File: config.mk
export PLATFORM = sky130hd
export DESIGN_NAME = adder_arbiter_flat
export DESIGN_NICKNAME = d
export VERILOG_FILES = /design/src/rtl/adder_arbiter_if.sv /design/src/rtl/adder_arbiter.sv /design/src/flat_wrapper.sv
export SDC_FILE = /design/constraint.sdc
export NUM_CORES = 1
export LEC_CHECK = 0
export BUFFER_PORTS_ARGS = -buffer_cell sky130_fd_sc_hd__buf_2
export CORE_AREA = 2 2 120 122
export CTS_BUF_LIST = sky130_fd_sc_hd__clkbuf_2
export DETAILED_ROUTE_END_ITERATION = 16
export DIE_AREA = 0 0 122 124
export PLACE_DENSITY = 0.71
export RECOVER_POWER = 100
export SLEW_MARGIN = 10
export SYNTH_ARGS = -nofsm -noshare
export SYNTH_HDL_FRONTEND = slang
export SYNTH_SLANG_ARGS = --single-unit
File: constraint.sdc
create_clock -name clock -period 5.8 [get_ports clock]
set_input_delay 0.58 -clock clock [delete_from_list [all_inputs] [get_ports clock]]
set_output_delay 0.58 -clock clock [all_outputs]
set_load 0.01 [all_outputs]
File: src/rtl/adder_arbiter_if.sv
// Request/response bundle between the CPU-side requesters and the shared adder arbiter.
// Handshake: a beat moves when valid & ready are both high at a rising clock edge; the producer holds
// its payload stable while valid is high and ready is low, and ready never depends on a payload.
interface adder_arbiter_if #(
   parameter int NREQ = 4,
   parameter int IDW  = 2
);
   logic [NREQ-1:0]      req_valid;
   logic [NREQ-1:0]      req_ready;
   logic [32*NREQ-1:0]   req_a;
   logic [32*NREQ-1:0]   req_b;
   logic [NREQ-1:0]      req_sub;
   logic                 rsp_valid;
   logic                 rsp_ready;
   logic [IDW-1:0]       rsp_id;
   logic [31:0]          rsp_sum;
   logic                 rsp_ovf;

   modport master (
      output req_valid, req_a, req_b, req_sub, rsp_ready,
      input  req_ready, rsp_valid, rsp_id, rsp_sum, rsp_ovf
   );

   modport slave (
      input  req_valid, req_a, req_b, req_sub, rsp_ready,
      output req_ready, rsp_valid, rsp_id, rsp_sum, rsp_ovf
   );
endinterface

File: src/rtl/adder_arbiter.sv
// Round-robin arbiter sharing one 32-bit carry-lookahead add/sub datapath with a one-entry tagged response slot.
// Optional feature macro ADDER_ARB_STICKY_OVF_EN adds per-requester sticky overflow flags (ovf_sticky/ovf_clear).
module adder_arbiter #(
   parameter int NREQ = 4,
   parameter int IDW  = 2
) (
   input  logic            clock,
   input  logic            reset_n,
   adder_arbiter_if.slave  bus,
`ifdef ADDER_ARB_STICKY_OVF_EN
   input  logic [NREQ-1:0] ovf_clear,
   output logic [NREQ-1:0] ovf_sticky,
`endif
   output logic            state_dbg,
   output logic [IDW-1:0]  ptr_dbg
);

   localparam logic [0:0] ST_EMPTY = 1'b0;
   localparam logic [0:0] ST_FULL  = 1'b1;

   logic [0:0]      state_q;
   logic [IDW-1:0]  ptr_q;
   logic [IDW-1:0]  rsp_id_q;
   logic [31:0]     rsp_sum_q;
   logic            rsp_ovf_q;

   logic [NREQ-1:0] hi_mask;
   logic [NREQ-1:0] masked;
   logic [NREQ-1:0] grant;
   logic [IDW-1:0]  grant_id;
   logic            can_accept;
   logic            xfer;

   logic [31:0]     sel_a;
   logic [31:0]     sel_b;
   logic            sel_sub;
   logic [31:0]     eb;
   logic [31:0]     sum;
   logic            ovf;

   // Flattened 8-bit lookahead: every carry is a direct sum of generate/propagate products.
   function automatic logic [8:0] cla8(input logic [7:0] a, input logic [7:0] b, input logic cin);
      logic [7:0] g;
      logic [7:0] p;
      logic [8:0] c;
      logic       acc;
      logic       pp;
      g    = a & b;
      p    = a ^ b;
      c    = '0;
      c[0] = cin;
      for (int j = 0; j < 8; j++) begin
         acc = g[j];
         pp  = p[j];
         for (int k = j - 1; k >= 0; k--) begin
            acc = acc | (pp & g[k]);
            pp  = pp & p[k];
         end
         c[j+1] = acc | (pp & cin);
      end
      return {c[8], p ^ c[7:0]};
   endfunction

   // Search from ptr upward first; if nothing is valid there, wrap to the lowest valid index.
   always_comb begin
      hi_mask  = '0;
      grant    = '0;
      grant_id = '0;
      for (int i = 0; i < NREQ; i++) begin
         hi_mask[i] = (IDW'(i) >= ptr_q);
      end
      masked = bus.req_valid & hi_mask;
      if (|masked) begin
         for (int i = NREQ - 1; i >= 0; i--) begin
            if (masked[i]) grant_id = IDW'(i);
         end
      end else begin
         for (int i = NREQ - 1; i >= 0; i--) begin
            if (bus.req_valid[i]) grant_id = IDW'(i);
         end
      end
      for (int i = 0; i < NREQ; i++) begin
         grant[i] = (|bus.req_valid) && (grant_id == IDW'(i));
      end
   end

   assign can_accept    = (state_q == ST_EMPTY) || bus.rsp_ready;
   assign bus.req_ready = grant & {NREQ{can_accept & reset_n}};
   assign xfer          = |bus.req_ready;

   always_comb begin
      sel_a   = '0;
      sel_b   = '0;
      sel_sub = 1'b0;
      for (int i = 0; i < NREQ; i++) begin
         if (grant_id == IDW'(i)) begin
            sel_a   = bus.req_a[32*i +: 32];
            sel_b   = bus.req_b[32*i +: 32];
            sel_sub = bus.req_sub[i];
         end
      end
   end

   // Four lookahead blocks chained through their carry-outs; subtract is A + ~B + 1.
   always_comb begin
      logic       carry;
      logic [8:0] blk;
      eb    = sel_sub ? ~sel_b : sel_b;
      sum   = '0;
      carry = sel_sub;
      blk   = '0;
      for (int n = 0; n < 4; n++) begin
         blk            = cla8(sel_a[8*n +: 8], eb[8*n +: 8], carry);
         sum[8*n +: 8]  = blk[7:0];
         carry          = blk[8];
      end
      ovf = (sel_a[31] == eb[31]) && (sum[31] != sel_a[31]);
   end

   always_ff @(posedge clock or negedge reset_n) begin
      if (!reset_n) begin
         state_q   <= ST_EMPTY;
         ptr_q     <= '0;
         rsp_id_q  <= '0;
         rsp_sum_q <= '0;
         rsp_ovf_q <= 1'b0;
      end else begin
         case (state_q)
            ST_EMPTY: if (xfer) state_q <= ST_FULL;
            ST_FULL:  if (!xfer && bus.rsp_ready) state_q <= ST_EMPTY;
            default:  state_q <= ST_EMPTY;
         endcase
         if (xfer) begin
            ptr_q     <= (grant_id == IDW'(NREQ - 1)) ? '0 : grant_id + IDW'(1);
            rsp_id_q  <= grant_id;
            rsp_sum_q <= sum;
            rsp_ovf_q <= ovf;
         end
      end
   end

`ifdef ADDER_ARB_STICKY_OVF_EN
   logic [NREQ-1:0] sticky_q;

   // Set term is ORed after the clear so an overflow in the clearing cycle survives.
   always_ff @(posedge clock or negedge reset_n) begin
      if (!reset_n) begin
         sticky_q <= '0;
      end else begin
         sticky_q <= (sticky_q & ~ovf_clear) | (bus.req_ready & {NREQ{ovf}});
      end
   end

   assign ovf_sticky = sticky_q;
`endif

   assign bus.rsp_valid = (state_q == ST_FULL);
   assign bus.rsp_id    = rsp_id_q;
   assign bus.rsp_sum   = rsp_sum_q;
   assign bus.rsp_ovf   = rsp_ovf_q;
   assign state_dbg     = state_q;
   assign ptr_dbg       = ptr_q;

endmodule
File: src/flat_wrapper.sv
// flat-port wrapper written by rule: the top's interface ports become plain ports
module adder_arbiter_flat 
#(
   parameter int NREQ = 4,
   parameter int IDW  = 2
)
  (clock, reset_n, state_dbg, ptr_dbg, bus_req_valid, bus_req_a, bus_req_b, bus_req_sub, bus_rsp_ready, bus_req_ready, bus_rsp_valid, bus_rsp_id, bus_rsp_sum, bus_rsp_ovf);
  adder_arbiter_if #(.NREQ(NREQ), .IDW(IDW)) bus_i ();
  input  logic clock;
  input  logic reset_n;
  output logic state_dbg;
  output logic [IDW-1:0] ptr_dbg;
  input wire logic [$bits(bus_i.req_valid)-1:0] bus_req_valid;
  input wire logic [$bits(bus_i.req_a)-1:0] bus_req_a;
  input wire logic [$bits(bus_i.req_b)-1:0] bus_req_b;
  input wire logic [$bits(bus_i.req_sub)-1:0] bus_req_sub;
  input wire logic [$bits(bus_i.rsp_ready)-1:0] bus_rsp_ready;
  output wire logic [$bits(bus_i.req_ready)-1:0] bus_req_ready;
  output wire logic [$bits(bus_i.rsp_valid)-1:0] bus_rsp_valid;
  output wire logic [$bits(bus_i.rsp_id)-1:0] bus_rsp_id;
  output wire logic [$bits(bus_i.rsp_sum)-1:0] bus_rsp_sum;
  output wire logic [$bits(bus_i.rsp_ovf)-1:0] bus_rsp_ovf;
  assign bus_i.req_valid = bus_req_valid;
  assign bus_i.req_a = bus_req_a;
  assign bus_i.req_b = bus_req_b;
  assign bus_i.req_sub = bus_req_sub;
  assign bus_i.rsp_ready = bus_rsp_ready;
  assign bus_req_ready = bus_i.req_ready;
  assign bus_rsp_valid = bus_i.rsp_valid;
  assign bus_rsp_id = bus_i.rsp_id;
  assign bus_rsp_sum = bus_i.rsp_sum;
  assign bus_rsp_ovf = bus_i.rsp_ovf;
  adder_arbiter #(.NREQ(NREQ), .IDW(IDW)) u_core (.clock(clock), .reset_n(reset_n), .bus(bus_i), .state_dbg(state_dbg), .ptr_dbg(ptr_dbg));
endmodule
# After elaboration in Yosys (flattened, before gate mapping)
# Cells that the tools add are included.
# totals
ff_bits	38
latchBits	0
ramBits	0
romBits	0
in_bits	267
output_inout_bits	43
word_cells	447
mem_count	0
# op_classes
n_addsub	1
multipliers	0
div	0
n_lt_le_gt_ge	4
eq_ne	5
shifts	0
mux	26
bitwise	394
reduce_logical	12
# ops
operator	n
2-to-1 mux 32 bit	9
AND 1 bit	242
OR 1 bit	136
XOR 8 bit	8
inverter 32 bit	1
AND 8 bit	3
2-to-1 mux 2 bit	10
OR reduction 4 bit	3
AND 4 bit	2
AND 7 bit	1
logical AND 1 bit	6
2-to-1 mux 1 bit	6
== test 2 bit, second input constant	2
greater-or-equal comparator 1 x 2 -> 1 bit, first input constant	2
greater-or-equal comparator 2 bit, first input constant	2
adder 2 x 1 -> 2 bit, second input constant	1
== test 2 x 1 -> 1 bit, second input constant	1
zero test 2 bit	1
one-hot mux 1 bit (2 select lines)	1
== test 1 bit	1
zero test 1 bit	1
logical OR 1 bit	1
inequality test 1 bit	1
inverter 1 bit	1

# Longest topological paths before layout
# Gate-level depths: netlist (run 1).
# depth
word_depth	33
mapped_depth	25
ltp_nobuf	23

# Least setup slack after synthesis (run 1)
# No wires, ideal clock.
# synth_path
path_type	input port to flip-flop
from	input bus_req_valid[0]
to	register u_core.rsp_sum_q[24], in the netlist u_core.bus.rsp_sum[24]
setup_ns	0.117
t_arrival_ns	4.814
t_required_ns	5.683
setup_slack_ns	0.869
cell_stages	22
n_path_buf	2
cell_sequence	nor2b_1 > a21oi_1 > o22ai_1 > a31oi_1 > inv_1 > ha_1 > nor3b_1 > a211oi_1 > buf_2 > buf_1 > xor2_1 > ha_1 > and4_1 > nand3_1 > nor4_1 > a21oi_4 > a21o_1 > o21bai_1 > a21o_1 > fa_1 > nand2_1 > nand2_1
# synth_via
elab_chain_len	25
word_cells_on_any_way	107
classes_between	eq/ne (3); mux (16); bitwise (80); reduce/logical (8)
# synth_lines
item	line	text
from (decl)	flat_wrapper.sv:13	input wire logic [$bits(bus_i.req_valid)-1:0] bus_req_valid;
AND 4 bit	adder_arbiter.sv:72	masked = bus.req_valid & hi_mask;
OR reduction 4 bit / 2-to-1 mux 2 bit (equally long branches)	adder_arbiter.sv:73, adder_arbiter.sv:75	
2-to-1 mux 2 bit *	adder_arbiter.sv:73	if (|masked) begin
named net u_core.grant_id[0]	adder_arbiter.sv:30	logic [IDW-1:0] grant_id;
zero test 2 bit	adder_arbiter.sv:96	if (grant_id == IDW'(i)) begin
2-to-1 mux 32 bit (4 in a row)	adder_arbiter.sv:96	
inverter 32 bit	adder_arbiter.sv:108	eb = sel_sub ? ~sel_b : sel_b;
2-to-1 mux 32 bit	adder_arbiter.sv:108	
[8 not listed]	n/a	
OR 1 bit / AND 1 bit (equally long branches)	adder_arbiter.sv:56, adder_arbiter.sv:59	
OR 1 bit	adder_arbiter.sv:59	c[j+1] = acc | (pp & cin);
AND 1 bit	adder_arbiter.sv:59	
OR 1 bit	adder_arbiter.sv:59	
AND 1 bit	adder_arbiter.sv:59	
OR 1 bit	adder_arbiter.sv:59	
XOR 8 bit *	adder_arbiter.sv:61	return {c[8], p ^ c[7:0]};
named net u_core.sum[24]	adder_arbiter.sv:38	logic [31:0] sum;
to (signal assigned)	adder_arbiter.sv:136	rsp_sum_q <= sum;
to (decl)	adder_arbiter.sv:24	logic [31:0] rsp_sum_q;
# The timed path passes the listed nets; every way through them passes the cells marked *.
# A chain may end at the register's enable or synchronous reset.

# Worst setup path in the final report (run 1)
# layout_path
from	register u_core.ptr_q[1], in the netlist u_core.ptr_dbg[1]
to	register u_core.rsp_ovf_q, in the netlist u_core.bus.rsp_ovf
# layout_via
elab_chain_len	33
word_cells_on_any_way	136
classes_between	order compare (4); eq/ne (5); mux (18); bitwise (101); reduce/logical (8)
# layout_lines
item	line	text
from (decl)	adder_arbiter.sv:22	logic [IDW-1:0] ptr_q;
from (signal assigned)	adder_arbiter.sv:134	ptr_q <= (grant_id == IDW'(NREQ - 1)) ? '0 : grant_id + IDW'(1);
greater-or-equal comparator 2 bit	adder_arbiter.sv:70	hi_mask[i] = (IDW'(i) >= ptr_q);
AND 4 bit *	adder_arbiter.sv:72	
2-to-1 mux 2 bit (4 in a row)	adder_arbiter.sv:75	if (masked[i]) grant_id = IDW'(i);
2-to-1 mux 2 bit *	adder_arbiter.sv:73	
zero test 2 bit	adder_arbiter.sv:83, adder_arbiter.sv:96	
2-to-1 mux 32 bit (4 in a row)	adder_arbiter.sv:96	
inverter 32 bit	adder_arbiter.sv:108	
2-to-1 mux 32 bit	adder_arbiter.sv:108	
[11 not listed]	n/a	
OR 1 bit	adder_arbiter.sv:59	
AND 1 bit	adder_arbiter.sv:59	
OR 1 bit	adder_arbiter.sv:59	
AND 1 bit	adder_arbiter.sv:59	
OR 1 bit	adder_arbiter.sv:59	
XOR 8 bit	adder_arbiter.sv:61	
inequality test 1 bit	adder_arbiter.sv:117	ovf = (sel_a[31] == eb[31]) && (sum[31] != sel_a[31]);
logical AND 1 bit	adder_arbiter.sv:117	
to (signal assigned)	adder_arbiter.sv:137	rsp_ovf_q <= ovf;
to (decl)	adder_arbiter.sv:25	logic rsp_ovf_q;
# Every way passes the cells marked *; elsewhere a longest branch is shown, timed or not.

==> metrics.md, run 1 <==
| Metric | Value |
|---|---|
| Initial DRC Count | 404 |
| CTS H-tree lvls | 2 |
| IO buf count | 309 |
| Multi-input logic area | about 3800 sq um |
| Drt first pass iters | 5 |
| Cell taking the most area after synthesis | dfrtp_1 |
| Area Growth Syn to Fin | 35.2% |
| Worst setup SP type | register |
| Main flop type after synthesis | dfrtp_1 |
| Initial Utilization | a little over a third |
| Clk_lat worst skew | roughly 390 ps |
| Via count | 6127 |
| Row cnt | 43 |
| Resized cells post-CTS | 0 |
| Die footprint | approximately 15000 sq um |
| ANT nets after route | 0 |
| Clk_skew | 20.8 ps |
| Hold_sp | bus_rsp_ready |
| Reg2reg start | u_core.ptr_dbg[1] |
| Wirelength per Cell | 16.9 um |
| DIE WIDTH | between 100 and 150 um |
| P per Cell Area | 756 nW/um^2 |
| Cts hold-fix bufs | 0 |
| Mapped Area | between 4000 and 5000 sq um |
| FILL cells | 1499 |
| RSZ-0062 raised after global routing | no |
| Final hold violation count | 0 |
| Fmax | 190 MHz |
| Share of layout cells above drive strength 1 | 29.5% |
| Fin crit period | ~5300 ps |
| Yosys reg bits | 38 |
| TritonCTS Buffers | 5 |
| Synth unique cells | slightly above 50 |
| Reg2reg end | u_core.bus.rsp_ovf |
| Worst Reg-to-Reg Cells | 19 |
| Ys async rst share | between 90% and 100% |
| Worst-Margin Slew | about 2100 ps |
| Vias/cell | ~5.2 |
| Core area | approximately 14000 sq um |
| R2r setup slk | 540 ps |
| CTS tree | built |
| Hold Path Depth | 3 |
| CTS sink count | 38 |
| Top-area cell type share of the netlist area | a little under a fifth |
| Maximum root-to-sink buffer count | 2 |
| Yosys warns | 0 |
| Violations in the final reports | capacitance limit, slew limit |
| Post-CTS setup buffer count | 0 |
| WL final | between 15000 and 20000 um |
| Fin crit share | 90.7% |
| Post-synth EDFFs | 0 |
| Vias in the first global route | 5480 |
| Sequential area share after synthesis | between 10% and 20% |
| Crit. End Element | register |
| Max-Cap Viols | 2 |
| Setup CP Type | register to register |
| Syn Inst Count | 720 |
| Peak supply drop | approximately 290 uV |
| Final HPWL DP | 16400 um |
| Final setup violation count | 0 |
| WP data required | 6120 ps |
| Routability Congestion | roughly 1 |
| Sequential cell area | about 950 sq um |
| Syn avg cell area | between 6 and 7 sq um |
| Slew Viols, Final | 53 |
| Largest net degree at the start of global routing | 129 |
| Power, Total | 5.06 mW |
| First-pass GRT wire length | a little under 30000 um |
| Outcome | complete, but fails checks |
| Die height | roughly 120 um |
| Leakage | 3.26 nW |
| Slew headroom | -39.5% |
| Overflow after GRT | 0 |
| Initial antenna violation count | 5 |
| Hold Crit Class | input port to register |
| Hold Path Sink | u_core.bus.rsp_valid |
| Ranking of synthesized cells by area | dfrtp_1 19%, a21oi_1 10%, a22oi_1 9.1% |
| # IOs | just over 300 |
| DR DRC count | 0 |
| Layout net count | 1300 |
| CP Data Arrival Time | 5590 ps |
| Root Driver | clkbuf_2 |
| TNS Setup | 0 ps |
| Worst-path clk slew | roughly 190 ps |
| Crit Path Max Fanout | 24 |
| GRT Total Usage | between 20% and 30% |
| Syn nets | between 1000 and 1500 |
[flip-flops by register name (all words and copies together) (netlist names)]
name / count
u_core.bus.rsp_sum: 32
u_core.bus.rsp_id: 2
u_core.ptr_dbg: 2
u_core.bus.rsp_ovf: 1
u_core.bus.rsp_valid: 1
[logic make-up after synthesis]
group	count (synthesis)	synth area share, %
muxes	1	0.202
buffers and inverters	65	5.05
adders and majority gates	38	10.0
DFF	38	19.2
xor gates and xnor gates	60	10.6
and+or+nand+nor	228	19.4
AOI/OAI and AO/OA	290	35.5
[critical path, cell delays in order, from the launching register on]
cell and delay, ps:
dfrtp_1 500, a21oi_1 90, o21a_1 170, o22ai_1 320
ha_1 260, nor2b_4 600, a22oi_1 140, nor2_1 130
a21oi_1 50, o21ai_0 200, xor2_1 110, ha_1 390
and4_1 240, nand3_1 130, nor4_1 550, a21oi_4 160
o21ai_0 470, a211oi_1 220, or3_1 350, a21oi_1 120
[stage by stage]
stage	hold WS, ps	std cells	cell area (sq um)	util, %	setup WS (ps)
floorplan	284	720	4960	-	869
global placement	454	1168	6740	49.1	577
detailed placement	461	1168	6740	49.1	405
CTS	279	1176	6780	49.4	614
global route	458	1179	6700	48.8	152
finish	470	1181	6700	48.8	538
[report_power, final]
part / internal, mW / switching, mW / total [mW]
combinational: 1.73 / 2.72 / 4.45
clock: 0.0276 / 0.0913 / 0.119
sequential: 0.417 / 0.0770 / 0.494
total: 2.18 / 2.89 / 5.06
[placed cells by master (no fill, tap or decap), drive strengths merged, types with 6 or more instances in the layout]
master / count
a211oi: 7
buf: 279
a22oi: 60
a21oi: 102
ha: 35
clkbuf: 49
dfrtp: 38
o21ai: 80
xor2: 43
a21o: 12
nand2: 99
nand3: 6
nor2: 89
nor2b: 7
xnor2: 17
inv: 10
[cell usage after synthesis (3+ instances only)]
cell and number:
inv_1 9, fa_1 3, and2_1 5, nor2b_1 7, nor2_1 89, o21a_1 3
buf_1 13, clkbuf_1 39, a22oi_1 60, xnor2_1 17, o21ai_0 25, xor2_1 43
and3_1 5, nor3_1 3, dfrtp_1 38, a21oi_1 101, a21o_1 12, ha_1 35
a221oi_1 5, nand2_1 99, a21boi_1 3, o21ai_1 55, nand3_1 6, a31oi_1 5
a211oi_1 6
[how the worst max path moves through the flow]
| stage | startpoint | end | slack (ps) | cells after the start |
|---|---|---|---|---|
| 6_report | u_core.ptr_dbg[1] | u_core.bus.rsp_ovf | 540 | 19 |
| 5_1_grt | u_core.ptr_dbg[1] | u_core.bus.rsp_ovf | 150 | 19 |
| 4_1_cts | u_core.ptr_dbg[1] | u_core.bus.rsp_sum[24] | 610 | 21 |
| 3_5_place_dp | bus_req_valid[0] | u_core.bus.rsp_sum[24] | 400 | 22 |
| 3_3_place_gp | bus_req_valid[0] | u_core.bus.rsp_sum[25] | 580 | 24 |
| 2_1_floorplan | bus_req_valid[0] | u_core.bus.rsp_sum[24] | 870 | 22 |
[routing by layer]
layer	routed length (um)	vias up	track usage, %
li1	-	3130	-
met1	9100	2687	35.8
met2	8890	276	37.5
met3	1570	32	4.72
met4	378	2	7.11
met5	13	-	0
[cell type report]
class                      count  area share, %
clock inverter                 3          0.243
inverter                      10          0.560
sequential                    38           14.2
clock buffer                   5          0.373
timing repair buffer         323           24.6
tap                          180           3.36
multi-input combinational    617           56.4
antenna                        5          0.187
No activity file was read; power rests on OpenSTA's default activity.
==> run 2: changes to the inputs <==
--- a/config.mk
+++ b/config.mk
@@ -5,13 +5,15 @@
 export SDC_FILE = /design/constraint.sdc
 export NUM_CORES = 1
 export LEC_CHECK = 0
+export ABC_AREA = 1
 export BUFFER_PORTS_ARGS = -buffer_cell sky130_fd_sc_hd__buf_2
-export CORE_AREA = 2 2 120 122
+export CORE_MARGIN = 1.5
+export CORE_UTILIZATION = 39
 export CTS_BUF_LIST = sky130_fd_sc_hd__clkbuf_2
 export DETAILED_ROUTE_END_ITERATION = 16
-export DIE_AREA = 0 0 122 124
-export PLACE_DENSITY = 0.71
+export PLACE_DENSITY = 0.75
 export RECOVER_POWER = 100
+export SKIP_CTS_REPAIR_TIMING = 1
 export SLEW_MARGIN = 10
 export SYNTH_ARGS = -nofsm -noshare
 export SYNTH_HDL_FRONTEND = slang
==> run 2 against run 1 <==
Effect of this change:
- the flow still finishes with violations (capacitance limit, slew limit)
- design area increased by 3.8%
- global-route usage is 2.8 points higher
- cell count grew 7.6%
- critical path type unchanged
- worst hold slack got worse by 130 ps
- clock-buffer cell count did not move
==> metrics.md, run 2 <==
| Metric | Value |
|---|---|
| CP Data Arrival Time | 5480 ps |
| Worst-path clk slew | around 210 ps |
| CTS sink count | 38 |
| Slew headroom | -41.3% |
| Row cnt | 42 |
| Die height | approximately 120 um |
| Worst-Margin Slew | 2120 ps |
| WL final | approximately 20000 um |
| Setup CP Type | register to register |
| Wirelength per Cell | ~16 um |
| Fin crit share | about nine tenths |
| Simple-gate share of the synthesized area | 28.7% |
| Reg2reg start | u_core.ptr_dbg[1] |
| Die footprint | 14400 sq um |
| Ranking of synthesized cells by area | dfrtp_1 18%, nand2_1 13%, ha_1 8.2% |
| Fmax | approximately 190 MHz |
| Post-synth EDFFs | 0 |
| Post-synthesis xor/xnor area fraction | approximately 6.3% |
| Yosys reg bits | 38 |
| Largest register FFs | 32 |
| WP data required | ~6100 ps |
| Crit Path Max Fanout | 33 |
| Most common cell in the netlist | nand2_1 |
| Crit. End Element | register |
| Layout net count | between 1000 and 1500 |
| Share of layout cells above drive strength 1 | between 20 and 30% |
| Vias/cell | 5.40 |
| Area Growth Syn to Fin | 30.6% |
| Slew Viols, Final | 40 |
| Largest family of logic cells by synthesized area | compound AO/OA/AOI/OAI gates |
| Fin crit period | 5220 ps |
| Root Driver | clkbuf_2 |
| Syn avg cell area | between 6 and 7 sq um |
| Pre-CTS WS | ~330 ps |
| First-pass GRT wire length | between 30000 and 40000 um |
| Beginning of the critical path | u_core.ptr_dbg[1] |
| Hold Crit Class | input port to register |
| Final HPWL DP | about 16000 um |
| Syn nets | roughly 1100 |
| Cell taking the most area after synthesis | dfrtp_1 |
| Main flop type after synthesis | dfrtp_1 |
| Via count | approximately 6900 |
| GRT Total Usage | between 20% and 30% |
| Adder-Cell Fraction of Synth Area | under 10% |
| Mux contribution to synthesized area | 0% |
| Initial Utilization | about two fifths |
| DIE WIDTH | between 100 and 150 um |
| Largest net degree at the start of global routing | 67 |
| Maximum root-to-sink buffer count | 2 |
| Yosys warns | 0 |
| TNS Setup | 0 ps |
| ANT nets after route | 0 |
| Final setup violation count | 0 |
| Final hold violation count | 0 |
| Mapped Area | roughly 5300 sq um |
| IO buf count | approximately 310 |
| Fin worst setup slack | about 580 ps |
| Commonest non-fill, non-tap cell in the layout | buf_2 |
| Core area | ~13000 sq um |
| DR DRC count | 0 |
| Max-Cap Viols | 1 |
| Initial DRC Count | 595 |
| Hold_sp | bus_rsp_ready |
| Ys async rst share | 100% |
| CTS H-tree lvls | 2 |
| TritonCTS Buffers | 5 |
| Sequential area share after synthesis | 17.9% |
| Syn Inst Count | just over 800 |
| Initial antenna violation count | 1 |
| Violations in the final reports | capacitance limit, slew limit |
| Compound-cell area share of the yosys netlist | about 30% |
| Drt first pass iters | 7 |
| Outcome | complete, but fails checks |
| CTS tree | built |
| # IOs | 310 |
| Most frequent cells after synthesis | 180 x nand2_1, 85 x a21oi_1, 69 x nor2_1 |
| Clk_lat worst skew | about 400 ps |
| Clk_skew | ~3.6 ps |
| Overflow after GRT | 0 |
| Vias in the first global route | around 6300 |
| Synth unique cells | 46 |
| Most frequent cells in the layout | 266 x buf_2, 186 x nand2_1, 85 x a21oi_1, 69 x nor2_1, 52 x o21ai_0 |
| RSZ-0062 raised after global routing | no |
| Top-area cell type share of the netlist area | about 18% |
| Routability Congestion | around 0.93 |
| Worst setup SP type | register |
## run 2: kinds of logic (layout without fill, tap and decap cells)
logic type                 after synthesis  after routing
buffers and inverters                  108            383
other                                    0              1
AOI/OAI and AO/OA                      253            253
and+or+nand+nor                        344            344
DFF                                     38             38
adders and majority gates               38             38
xor gates and xnor gates                38             38
## run 2: layout make-up
class                           count  area [sq um]
Fill cell                        1379          6340
Multi-Input combinational cell    673          3940
Timing Repair Buffer              320          1600
Sequential cell                    38           951
Tap cell                          176           220
Inverter                           55           206
Clock buffer                        5          25.0
Clock inverter                      3          16.3
Antenna cell                        1          2.50
## run 2: path summary, 6_finish.rpt
check | slack, ps | cells past startpoint | to
worst max-delay path | 580 | 23 | u_core.bus.rsp_sum[25]
worst min-delay path | 340 | 2 | u_core.bus.rsp_valid
worst max register to register | 580 | 23 | u_core.bus.rsp_sum[25]
worst min register to register | 510 | 2 | u_core.bus.rsp_sum[6]
max in group asynchronous | 3760 | 2 | u_core.bus.rsp_valid
min in group asynchronous | 850 | 2 | u_core.bus.rsp_sum[4]
## run 2: stage by stage
step	area [sq um]	cells	hold WS, ps	util, %
after floorplan	5320	819	284	-
after global placement	7000	1262	452	52.6
after detailed placement	7000	1262	463	52.6
after CTS	7040	1270	182	53.0
after global routing	6960	1271	306	52.3
final	6960	1271	338	52.3
## run 2: per-layer routing
metal | part of all wire (%) | track usage, % | vias up
li1 | - | - | 3417
met1 | 47 | 40.7 | 3117
met2 | 45 | 43.1 | 304
met3 | 6.6 | 2.90 | 26
met4 | 1.4 | 6.32 | 0
met5 | 0 | 0 | -
## run 2: critical path: stages, from the launching register on
cell	delay [ps]
dfrtp_1	480
nor3_1	260
nor2_1	90
o211a_1	120
nor3_1	390
inv_1	160
ha_2	370
inv_2	250
nand3_1	100
nand2_1	150
nand2_4	320
xor2_1	280
ha_1	390
nand2_1	110
nand2_1	70
a21oi_1	170
o21ai_0	160
a21oi_2	280
nand2_8	100
nand2_4	90
nand2_8	70
fa_1	390
xnor2_1	150
o21ai_0	100
Power of run 2 is not shown: default switching activity piles up to over one toggle a cycle in this logic, so the estimate is an artifact.
